<file path="config.mk">
export PLATFORM = sky130hd
export DESIGN_NAME = fifo_write_arbiter
export DESIGN_NICKNAME = d
export VERILOG_FILES = /design/src/rtl/fifo_write_arbiter.sv
export SDC_FILE = /design/constraint.sdc
export NUM_CORES = 1
export LEC_CHECK = 0
export CORE_MARGIN = 2
export CORE_UTILIZATION = 32
export DETAILED_ROUTE_END_ITERATION = 8
export PLACE_DENSITY_LB_ADDON = 0.1
export REMOVE_ABC_BUFFERS = 1
export SYNTH_ARGS = -nofsm -noshare
export SYNTH_HDL_FRONTEND = slang
export SYNTH_SLANG_ARGS = --single-unit
</file>
<file path="constraint.sdc">
create_clock -name w_Clk -period 1.63 [get_ports w_Clk]
set_input_delay 0.163 -clock w_Clk [delete_from_list [all_inputs] [get_ports w_Clk]]
set_output_delay 0.163 -clock w_Clk [all_outputs]
set_load 0.005 [all_outputs]
</file>
<file path="src/rtl/fifo_write_arbiter.sv">
`default_nettype none
// =============================================================================
// Module   : fifo_write_arbiter
// Summary  : Burst-based round-robin arbiter sharing one async-FIFO write port
//            among num_Req valid/ready requesters in the write clock domain.
// Revision : 1.0 - initial release
// =============================================================================
module fifo_write_arbiter #(
    parameter int data_Size = 8,
    parameter int num_Req   = 4,
    parameter int max_Burst = 4
) (
    input  logic                         w_Clk,
    input  logic                         w_Rst,
    input  logic [num_Req-1:0]           req_Valid,
    input  logic [num_Req*data_Size-1:0] req_Data,
    output logic [num_Req-1:0]           req_Ready,
    input  logic                         fifo_Full,
    output logic                         w_Inc,
    output logic [data_Size-1:0]         write_Data,
    output logic [num_Req-1:0]           grant,
    output logic [$clog2(num_Req)-1:0]   grant_Id,
    output logic                         busy
);

    localparam int c_ID_W  = $clog2(num_Req);
    localparam int c_CNT_W = $clog2(max_Burst + 1);
    localparam logic [c_CNT_W-1:0] c_MAX_BEATS = c_CNT_W'(max_Burst);

    typedef enum logic [0:0] {
        S_IDLE  = 1'b0,
        S_BURST = 1'b1
    } state_t;

    state_t               r_state;
    state_t               w_state_nxt;
    logic [num_Req-1:0]   r_grant;
    logic [num_Req-1:0]   w_grant_nxt;
    logic [c_ID_W-1:0]    r_grant_id;
    logic [c_ID_W-1:0]    w_grant_id_nxt;
    logic [c_ID_W-1:0]    r_last_grant;
    logic [c_ID_W-1:0]    w_last_grant_nxt;
    logic [c_CNT_W-1:0]   r_beat_count;
    logic [c_CNT_W-1:0]   w_beat_count_nxt;

    logic                 w_rr_found;
    logic [c_ID_W-1:0]    w_rr_winner;
    logic [c_ID_W-1:0]    w_rr_cand;
    logic                 w_busy;
    logic                 w_sel_valid;
    logic                 w_accept;
    logic [data_Size-1:0] w_slice [num_Req];

    for (genvar gi = 0; gi < num_Req; gi++) begin : g_slice
        assign w_slice[gi] = req_Data[gi*data_Size +: data_Size];
    end

    // Search upward from the requester after the last owner, wrapping modulo num_Req.
    always_comb begin
        w_rr_found  = 1'b0;
        w_rr_winner = '0;
        w_rr_cand   = '0;
        for (int k = 1; k <= num_Req; k++) begin
            w_rr_cand = c_ID_W'((int'(r_last_grant) + k) % num_Req);
            if (!w_rr_found && req_Valid[w_rr_cand]) begin
                w_rr_found  = 1'b1;
                w_rr_winner = w_rr_cand;
            end
        end
    end

    assign w_busy      = (r_state == S_BURST);
    assign w_sel_valid = req_Valid[r_grant_id];
    assign w_accept    = w_busy & w_sel_valid & ~fifo_Full;

    always_comb begin
        w_state_nxt      = r_state;
        w_grant_nxt      = r_grant;
        w_grant_id_nxt   = r_grant_id;
        w_last_grant_nxt = r_last_grant;
        w_beat_count_nxt = r_beat_count;
        case (r_state)
            S_IDLE: begin
                if (w_rr_found) begin
                    w_state_nxt      = S_BURST;
                    w_grant_nxt      = {{(num_Req-1){1'b0}}, 1'b1} << w_rr_winner;
                    w_grant_id_nxt   = w_rr_winner;
                    w_beat_count_nxt = '0;
                end
            end
            S_BURST: begin
                // A dropped valid releases even while the FIFO is full.
                if (!w_sel_valid ||
                    (w_accept && ((r_beat_count + 1'b1) == c_MAX_BEATS))) begin
                    w_state_nxt      = S_IDLE;
                    w_last_grant_nxt = r_grant_id;
                    w_grant_nxt      = '0;
                    w_grant_id_nxt   = '0;
                    w_beat_count_nxt = '0;
                end else if (w_accept) begin
                    w_beat_count_nxt = r_beat_count + 1'b1;
                end
            end
            default: begin
                w_state_nxt = S_IDLE;
            end
        endcase
    end

    always_ff @(posedge w_Clk) begin
        if (w_Rst) begin
            r_state      <= S_IDLE;
            r_grant      <= '0;
            r_grant_id   <= '0;
            r_last_grant <= c_ID_W'(num_Req - 1);
            r_beat_count <= '0;
        end else begin
            r_state      <= w_state_nxt;
            r_grant      <= w_grant_nxt;
            r_grant_id   <= w_grant_id_nxt;
            r_last_grant <= w_last_grant_nxt;
            r_beat_count <= w_beat_count_nxt;
        end
    end

    assign busy       = w_busy;
    assign grant      = r_grant;
    assign grant_Id   = r_grant_id;
    assign req_Ready  = r_grant & {num_Req{~fifo_Full}};
    assign w_Inc      = w_accept;
    assign write_Data = w_busy ? w_slice[r_grant_id] : '0;

endmodule
`default_nettype wire

</file>
==> impl_metrics.json, run 1 <==
{
  "status": "finished, violations left",
  "violations": "setup timing",
  "avgSynthCellArea_um2": 9.85,
  "rsz0062_at_grt": "true",
  "final_cell_mix": "clkdlybuf4s50_1, buf_4, dfxtp_1, mux4_2, buf_6",
  "antenna_found_initial": 0,
  "grt_max_degree": 14,
  "postSynthCellCount": 93,
  "worst_slack_ps": -161,
  "row_count": 19,
  "p_per_area_mw_per_mm2": 587,
  "core_area_mm2": 0.00273,
  "cp_max_fo": 4,
  "timing.rr.start": "grant_Id[0]",
  "place_area_mm2": 0.00171,
  "grt_pass1_vias": 1041,
  "drc_errors": 0,
  "cts.sinks": 12,
  "ir_drop_v": 0.000586,
  "finalMaxSlewViolations": 0,
  "wl_per_cell_um": 15.2,
  "finalNetCount": 218,
  "root_buffer": "clkbuf_4",
  "slew-limit-headroom_pct": 76.7,
  "drt_iter0_drc": 47,
  "final_common_cell": "clkdlybuf4s50_1",
  "synth_top_cell_area_share_pct": 26.2,
  "clk_path_buf_depth": 2,
  "drtPass1Iterations": 4,
  "final_layout_size_suffix_gt1_share_pct": 33.0,
  "gp_congestion": 0.792,
  "crit_type": "reg -> out",
  "cp-start-kind": "register",
  "synth_top_cell_by_area": "dfxtp_1",
  "grt_usage_pct": 20.3,
  "yosys_warnings": 0,
  "finalHoldViolations": 0,
  "power.leakage_uw": 0.000787,
  "stdcell_area_mm2": 0.00183,
  "grt-ovfl-total": 0,
  "port_buffers": 58,
  "ys_types": 34,
  "crit_path_max_incr_delay_ps": 490,
  "fp.dieH_um": 57.5,
  "required_ps": 1470,
  "path_cells": "buf_6 > buf_6 > mux4_2 > and2_4 > buf_6",
  "final_core_util_pct": 67.0,
  "viasPerCell": 5.10,
  "ant_nets": 0,
  "dp_cells": 198,
  "cts_tree": "done",
  "area_delta_synth_final_pct": 99.9,
  "cts_buffers": 3,
  "grt_pass1_wl_um": 5090,
  "cp-startpoint": "grant_Id[0]",
  "clock_latency_ps": 280,
  "dieArea_mm2": 0.00331,
  "finalSetupViolCount": 15,
  "worst_pin_slew_ps": 346,
  "fin_worst_skew_ps": 1.44,
  "start_util_pct": 33.5,
  "hold_path.class": "in -> reg",
  "synth_area_leaders": "dfxtp_1, mux4_2, and2_1",
  "routed-via-count": 1055,
  "yosysSeqAreaShare_pct": 26.2,
  "htree_levels": 1,
  "n_antenna_cell": 0,
  "fin_crit_ps": 1790,
  "cap_violations": 0,
  "cpMaxStageDelayCell": "mux4_2",
  "fmax_ghz": 0.558,
  "die_w_um": 57.5,
  "cp-end-kind": "output port",
  "routed_wl_um": 3140,
  "syn_area_um2": 916,
  "crit_path_frequent_cell": "buf_6",
  "min_from": "fifo_Full",
  "ys_ff_latch": 12,
  "ioPinCount": 59,
  "final_cells": 207,
  "hpwl_um": 2480,
  "worstPathArrival_ps": 1630,
  "post-route-period-util_pct": 110,
  "clkTransAtPathRegs_ps": 80
}
## registers in the layout, indices dropped and copies added (netlist names)
register,flops
r_beat_count,3
grant,4
r_last_grant,2
grant_Id,2
busy,1
## cell usage after synthesis
cell type	n
o211ai_1	1
or3b_4	1
and2_1	9
mux2_2	1
a211o_1	1
clkbuf_1	3
nand2b_1	6
nand3_1	2
o22a_1	1
o221a_2	1
o22ai_1	1
nor3_1	3
and2b_1	5
inv_1	6
o32ai_1	2
a21oi_1	4
buf_2	1
nand2_1	2
nor2b_1	1
and3b_1	1
nor4_1	1
mux2i_1	2
mux4_2	8
ha_1	2
a31oi_4	1
o2bb2ai_1	2
o21ai_0	2
a21o_1	1
dfxtp_1	12
nor2_1	3
or3_1	1
a211oi_1	1
or2b_1	1
a22o_1	4
## final cells by class
type | instances | area (µm²)
Clock buffer | 4 | 36.3
Fill cell | 227 | 903
Inverter | 6 | 22.5
Multi-Input combinational cell | 71 | 698
Sequential cell | 12 | 244
Tap cell | 31 | 38.8
Timing Repair Buffer | 83 | 791
## metal layers
layer	wire length, µm	GRT usage, %	up-vias
li1	-	-	522
met1	1170	24.1	497
met2	1750	36.0	31
met3	180	5.67	5
met4	33	4.98	0
met5	0	0	-
## critical path, delay by kind of cell, from the launching register on
kind,cells,cell delay (ps)
DFF,1,370
and+or+nand+nor,1,170
muxes,1,490
buffers and inverters,3,320
## report_power, final
group          switching [µW]  internal, µW
clock network             108           136
registers                23.6           315
logic                     165           327
total                     296           779
## worst paths after layout
check                    end  slack [ps]  depth (start not counted)
max            write_Data[3]        -160                          5
min reg2reg  r_beat_count[2]         500                          2
max reg2reg         grant[3]         -90                          6
min          r_beat_count[0]         360                          4
## per-stage QoR
step,hold WS [ps],TNS [ps],total power [µW],worst slack (ps)
3_3_place_gp,467,-3370,785,-269
5_1_grt,411,-2140,1140,-210
4_1_cts,504,-2090,1100,-232
6_report,365,-1150,1080,-161
3_5_place_dp,492,-3150,798,-207
2_1_floorplan,242,-709,509,-107
## cells by family after synthesis
logic type / share of synthesized area, %
AOI/OAI and AO/OA: 19.5
adders and majority gates: 2.73
buffers and inverters: 4.23
DFF: 26.2
muxes: 23.1
and+or+nand+nor: 24.2
## repair_timing
item | CTS | global route
buffers inserted | 7 | 0
hold buffers | 0 | 0
pin swaps | 12 | 5
setup endpoints to repair | 18 | 25
cloned | 1 | 0
resized for setup | 55 | 6
Note: power is estimated with default switching activity, not from simulation.
==> run 2, diff against run 1 <==
PLACE_DENSITY_LB_ADDON = 0.08   (was 0.1)
REMOVE_ABC_BUFFERS = unset   (was 1)
==> impl_metrics.json, run 2 (synthesis gave the netlist of run 1 again) <==
{
  "routed-via-count": 1085,
  "final_core_util_pct": 68.4,
  "dp_cells": 200,
  "hold_path.class": "in -> reg",
  "r2r_slack_ps": -120,
  "cts_buffers": 3,
  "p_per_area_mw_per_mm2": 586,
  "worstPathArrival_ps": 1980,
  "start_util_pct": 33.5,
  "grt_usage_pct": 18.5,
  "grt_max_degree": 11,
  "ir_drop_v": 0.000380,
  "finalSetupViolCount": 15,
  "viasPerCell": 5.22,
  "hpwl_um": 2300,
  "drc_errors": 0,
  "fillers": 204,
  "cp_max_fo": 6,
  "cts_tree": "done",
  "grt_pass1_wl_um": 4760,
  "final_layout_size_suffix_gt1_share_pct": 36.2,
  "antenna_found_initial": 0,
  "clock_latency_ps": 290,
  "ant_nets": 0,
  "r2r_end": "grant[3]",
  "critPathBufInv": 3,
  "drt_iter0_drc": 24,
  "wl_per_cell_um": 13.9,
  "n_antenna_cell": 0,
  "final_common_cell": "clkdlybuf4s50_1",
  "worstSetupEndpoint": "grant[3]",
  "fin_worst_skew_ps": 6.26,
  "slew-limit-headroom_pct": 81.8,
  "reg2regPathDepth": 7,
  "htree_levels": 1,
  "crit_cells": 7,
  "finalNetCount": 219,
  "crit_path_frequent_cell": "buf_6",
  "fp.dieH_um": 57.5,
  "row_count": 19,
  "grt_pass1_vias": 1113,
  "min_from": "fifo_Full",
  "worst_pin_slew_ps": 270,
  "die_w_um": 57.5,
  "timing.rr.start": "grant_Id[0]",
  "area_delta_synth_final_pct": 104,
  "cpMaxStageDelayCell": "dfxtp_4",
  "port_buffers": 58,
  "post-route-period-util_pct": 107,
  "cts.sinks": 12,
  "routed_wl_um": 2890,
  "synthesis.nets": 134,
  "root_buffer": "clkbuf_4",
  "largest_register_ffs": 4,
  "final_cells": 208,
  "path_cells": "buf_6 > buf_6 > mux2i_4 > buf_6 > or3b_4 > a31oi_4 > a22o_1",
  "ioPinCount": 59,
  "setup_tns_ps": -1420,
  "dieArea_mm2": 0.00331,
  "violations": "setup timing",
  "rsz0062_at_grt": "true",
  "final_cell_mix": "clkdlybuf4s50_1, buf_4, dfxtp_1, buf_6, mux4_2",
  "cap_violations": 0,
  "finalHoldViolations": 0,
  "gp_congestion": 0.841,
  "clk_path_buf_depth": 2,
  "worst_slack_ps": -118,
  "fin_crit_ps": 1750,
  "grt-ovfl-total": 0,
  "finalMaxSlewViolations": 0,
  "cp-start-kind": "register",
  "pre_cts_ws_ps": -271,
  "drtPass1Iterations": 4,
  "cp-startpoint": "grant_Id[0]",
  "power.leakage_uw": 0.000794,
  "required_ps": 1860,
  "cp-end-kind": "register",
  "crit_type": "reg -> reg",
  "crit_family": "compound AO/OA/AOI/OAI gates",
  "status": "finished, violations left",
  "clkTransAtPathRegs_ps": 90,
  "crit_path_max_incr_delay_ps": 380,
  "core_area_mm2": 0.00273,
  "fmax_ghz": 0.572
}
## run 2: cell types whose count changed in the layout (fill, tap and decap cells not counted), sizes merged
cell    change
clkbuf      +1
## run 2: worst min-delay path by stage
stage                                  to  slack, ps  cells past startpoint
after floorplan           r_beat_count[0]        360                      2
after global placement    r_beat_count[1]        470                      2
after detailed placement  r_beat_count[2]        490                      2
after CTS                 r_beat_count[2]        500                      2
after global routing      r_beat_count[0]        400                      4
final                     r_beat_count[0]        340                      4
## run 2: layout make-up
cell class	instances	area (µm²)	area share (%)
Tap cell	31	38.8	2.07
Multi-Input combinational cell	71	712	38.1
Clock buffer	4	36.3	1.94
Timing Repair Buffer	84	815	43.6
Sequential cell	12	245	13.1
Inverter	6	22.5	1.20
## run 2: through the flow
step / total power [µW] / instance area (µm²) / hold slack [ps]
4_1_cts: 1110 / 1850 / 499
6_report: 1100 / 1870 / 341
2_1_floorplan: 516 / 916 / 359
5_1_grt: 1160 / 1870 / 397
3_3_place_gp: 785 / 1710 / 465
3_5_place_dp: 790 / 1710 / 486
## run 2: repair_timing
action,4_1_cts,5_1_grt
pin swaps,15,6
setup buffers,4,1
setup endpoints to repair,15,24
gates cloned,1,0
resized for setup,52,15
hold buffers,0,0
## run 2: report_power, final
part	internal, µW	total [µW]	switching (µW)
sequential	316	341	24.5
clock	136	253	117
combinational	338	501	163
total	790	1100	305
## run 2: tightest hold or removal path, stage by stage
cell	delay [ps]
dlymetal6s2s_1	130
buf_6	140
a21oi_4	60
o22ai_1	100
## run 2: per-layer routing
metal | wire, µm | global-route usage [%] | part of all wire, %
met5 | 0 | 0 | 0
met4 | 51 | 6.98 | 1.8
met3 | 211 | 2.49 | 7.3
met2 | 1510 | 33.4 | 52
met1 | 1120 | 21.9 | 39
==> run 3, diff against run 2 <==
GPL_TIMING_DRIVEN = 0   (was unset)
==> impl_metrics.json, run 3 (synthesis gave the netlist of run 1 again) <==
{
  "grt-ovfl-total": 0,
  "crit_path_max_incr_delay_ps": 470,
  "postCtsHoldBufs": 0,
  "post-route-period-util_pct": 111,
  "slew-limit-headroom_pct": 68.2,
  "grt_pass1_wl_um": 4510,
  "worstPathArrival_ps": 1640,
  "clk_path_buf_depth": 2,
  "fmax_ghz": 0.555,
  "routed-via-count": 1064,
  "final_cell_mix": "clkdlybuf4s50_1, dfxtp_1, mux4_2",
  "crit_family": "multiplexers",
  "worst_pin_slew_ps": 475,
  "core_area_mm2": 0.00273,
  "crit_type": "reg -> out",
  "p_per_area_mw_per_mm2": 601,
  "met3_usage_pct": 5.67,
  "largest_register_ffs": 4,
  "final_cells": 196,
  "root_buffer": "clkbuf_4",
  "gp_congestion": 0.820,
  "hpwl_um": 2060,
  "final_layout_size_suffix_gt1_share_pct": 29.1,
  "drt_iter0_drc": 36,
  "hold_path.class": "in -> reg",
  "cts_tree": "done",
  "final_common_cell": "clkdlybuf4s50_1",
  "grt-busiest-layer": "met2",
  "cap_violations": 0,
  "met1_usage_pct": 21.2,
  "status": "finished, violations left",
  "finalNetCount": 207,
  "cts_buffers": 3,
  "ir_drop_v": 0.000698,
  "cp-start-kind": "register",
  "htree_levels": 1,
  "finalSetupViolCount": 15,
  "stdcell_area_mm2": 0.00174,
  "dp_cells": 181,
  "clock_latency_ps": 280,
  "area_delta_synth_final_pct": 89.6,
  "met2_usage_pct": 30.4,
  "power_uw": 1040,
  "ioPinCount": 59,
  "cpMaxStageDelayCell": "mux4_2",
  "cp_max_fo": 5,
  "finalMaxSlewViolations": 0,
  "dieArea_mm2": 0.00331,
  "grt_max_degree": 11,
  "critPathBufInv": 3,
  "port_buffers": 57,
  "ant_nets": 0,
  "grt_usage_pct": 17.4,
  "drtPass1Iterations": 4,
  "path_cells": "buf_12 > buf_8 > mux4_2 > and2_1 > buf_2",
  "fin_worst_skew_ps": 7.72,
  "finalHoldViolations": 0,
  "wl_per_cell_um": 14.6,
  "cts.sinks": 12,
  "die_w_um": 57.5,
  "fin_crit_ps": 1800,
  "routed_wl_um": 2850,
  "antenna_found_initial": 0,
  "start_util_pct": 33.5,
  "worst_slack_ps": -173,
  "power.leakage_uw": 0.000712,
  "violations": "setup timing",
  "row_count": 19,
  "cp-end-kind": "output port",
  "n_antenna_cell": 0,
  "required_ps": 1470,
  "fillers": 245,
  "rsz0062_at_grt": "true",
  "grt_pass1_vias": 1005,
  "viasPerCell": 5.43,
  "fp.dieH_um": 57.5,
  "drc_errors": 0,
  "clkTransAtPathRegs_ps": 90,
  "place_area_mm2": 0.00153,
  "synthesis.nets": 134
}
[run 3: cell type report]
cell class | count | area, µm² | share of cell area [%]
multi-input cells | 71 | 701 | 40.3
repair buffers | 68 | 658 | 37.9
flip-flops and latches | 12 | 245 | 14.1
well taps | 31 | 38.8 | 2.23
clock buffers | 4 | 36.3 | 2.09
plain buffers | 4 | 35.0 | 2.02
inverters | 6 | 22.5 | 1.30
[run 3: worst reg2reg max path: cells and delay by family (launching register included)]
kind | cells | cell delay [ps]
flops | 1 | 360
mux | 1 | 200
buf+inv | 3 | 360
compound gates | 2 | 410
simple gates | 1 | 410
[run 3: power by group]
part           leakage, µW  switching, µW  internal [µW]  total, µW
clock network    0.0000210            110            136        246
registers        0.0000994           19.7            316        335
logic             0.000592            162            300        462
[run 3: through the flow]
| step | hold slack [ps] | setup slack (ps) | TNS, ps | util [%] |
|---|---|---|---|---|
| after floorplan | 359 | 31.0 | 0 | - |
| after global placement | 465 | -404 | -6090 | 55.8 |
| final | 354 | -173 | -2110 | 63.5 |
| after detailed placement | 483 | -444 | -5970 | 55.8 |
| after CTS | 375 | -167 | -1460 | 61.0 |
| after global routing | 385 | -226 | -2850 | 63.5 |
[run 3: metal layers]
| metal | up-vias | routed length [µm] |
|---|---|---|
| met5 | - | 0 |
| met4 | 0 | 55 |
| met3 | 6 | 263 |
| met2 | 55 | 1410 |
| met1 | 506 | 1130 |
| li1 | 497 | - |
[run 3: final timing paths]
| kind | startpoint | to | slack, ps | cells after the start |
|---|---|---|---|---|
| max | grant_Id[0] | write_Data[3] | -170 | 5 |
| min | w_Rst | r_last_grant[0] | 350 | 3 |
| max reg2reg | grant_Id[0] | grant[2] | -150 | 7 |
| min reg2reg | r_beat_count[1] | r_beat_count[1] | 490 | 2 |
[run 3: timing repair]
item,CTS,global route
setup endpoints to repair,15,23
setup buffers,7,4
resized for setup,59,10
pin swaps,6,5
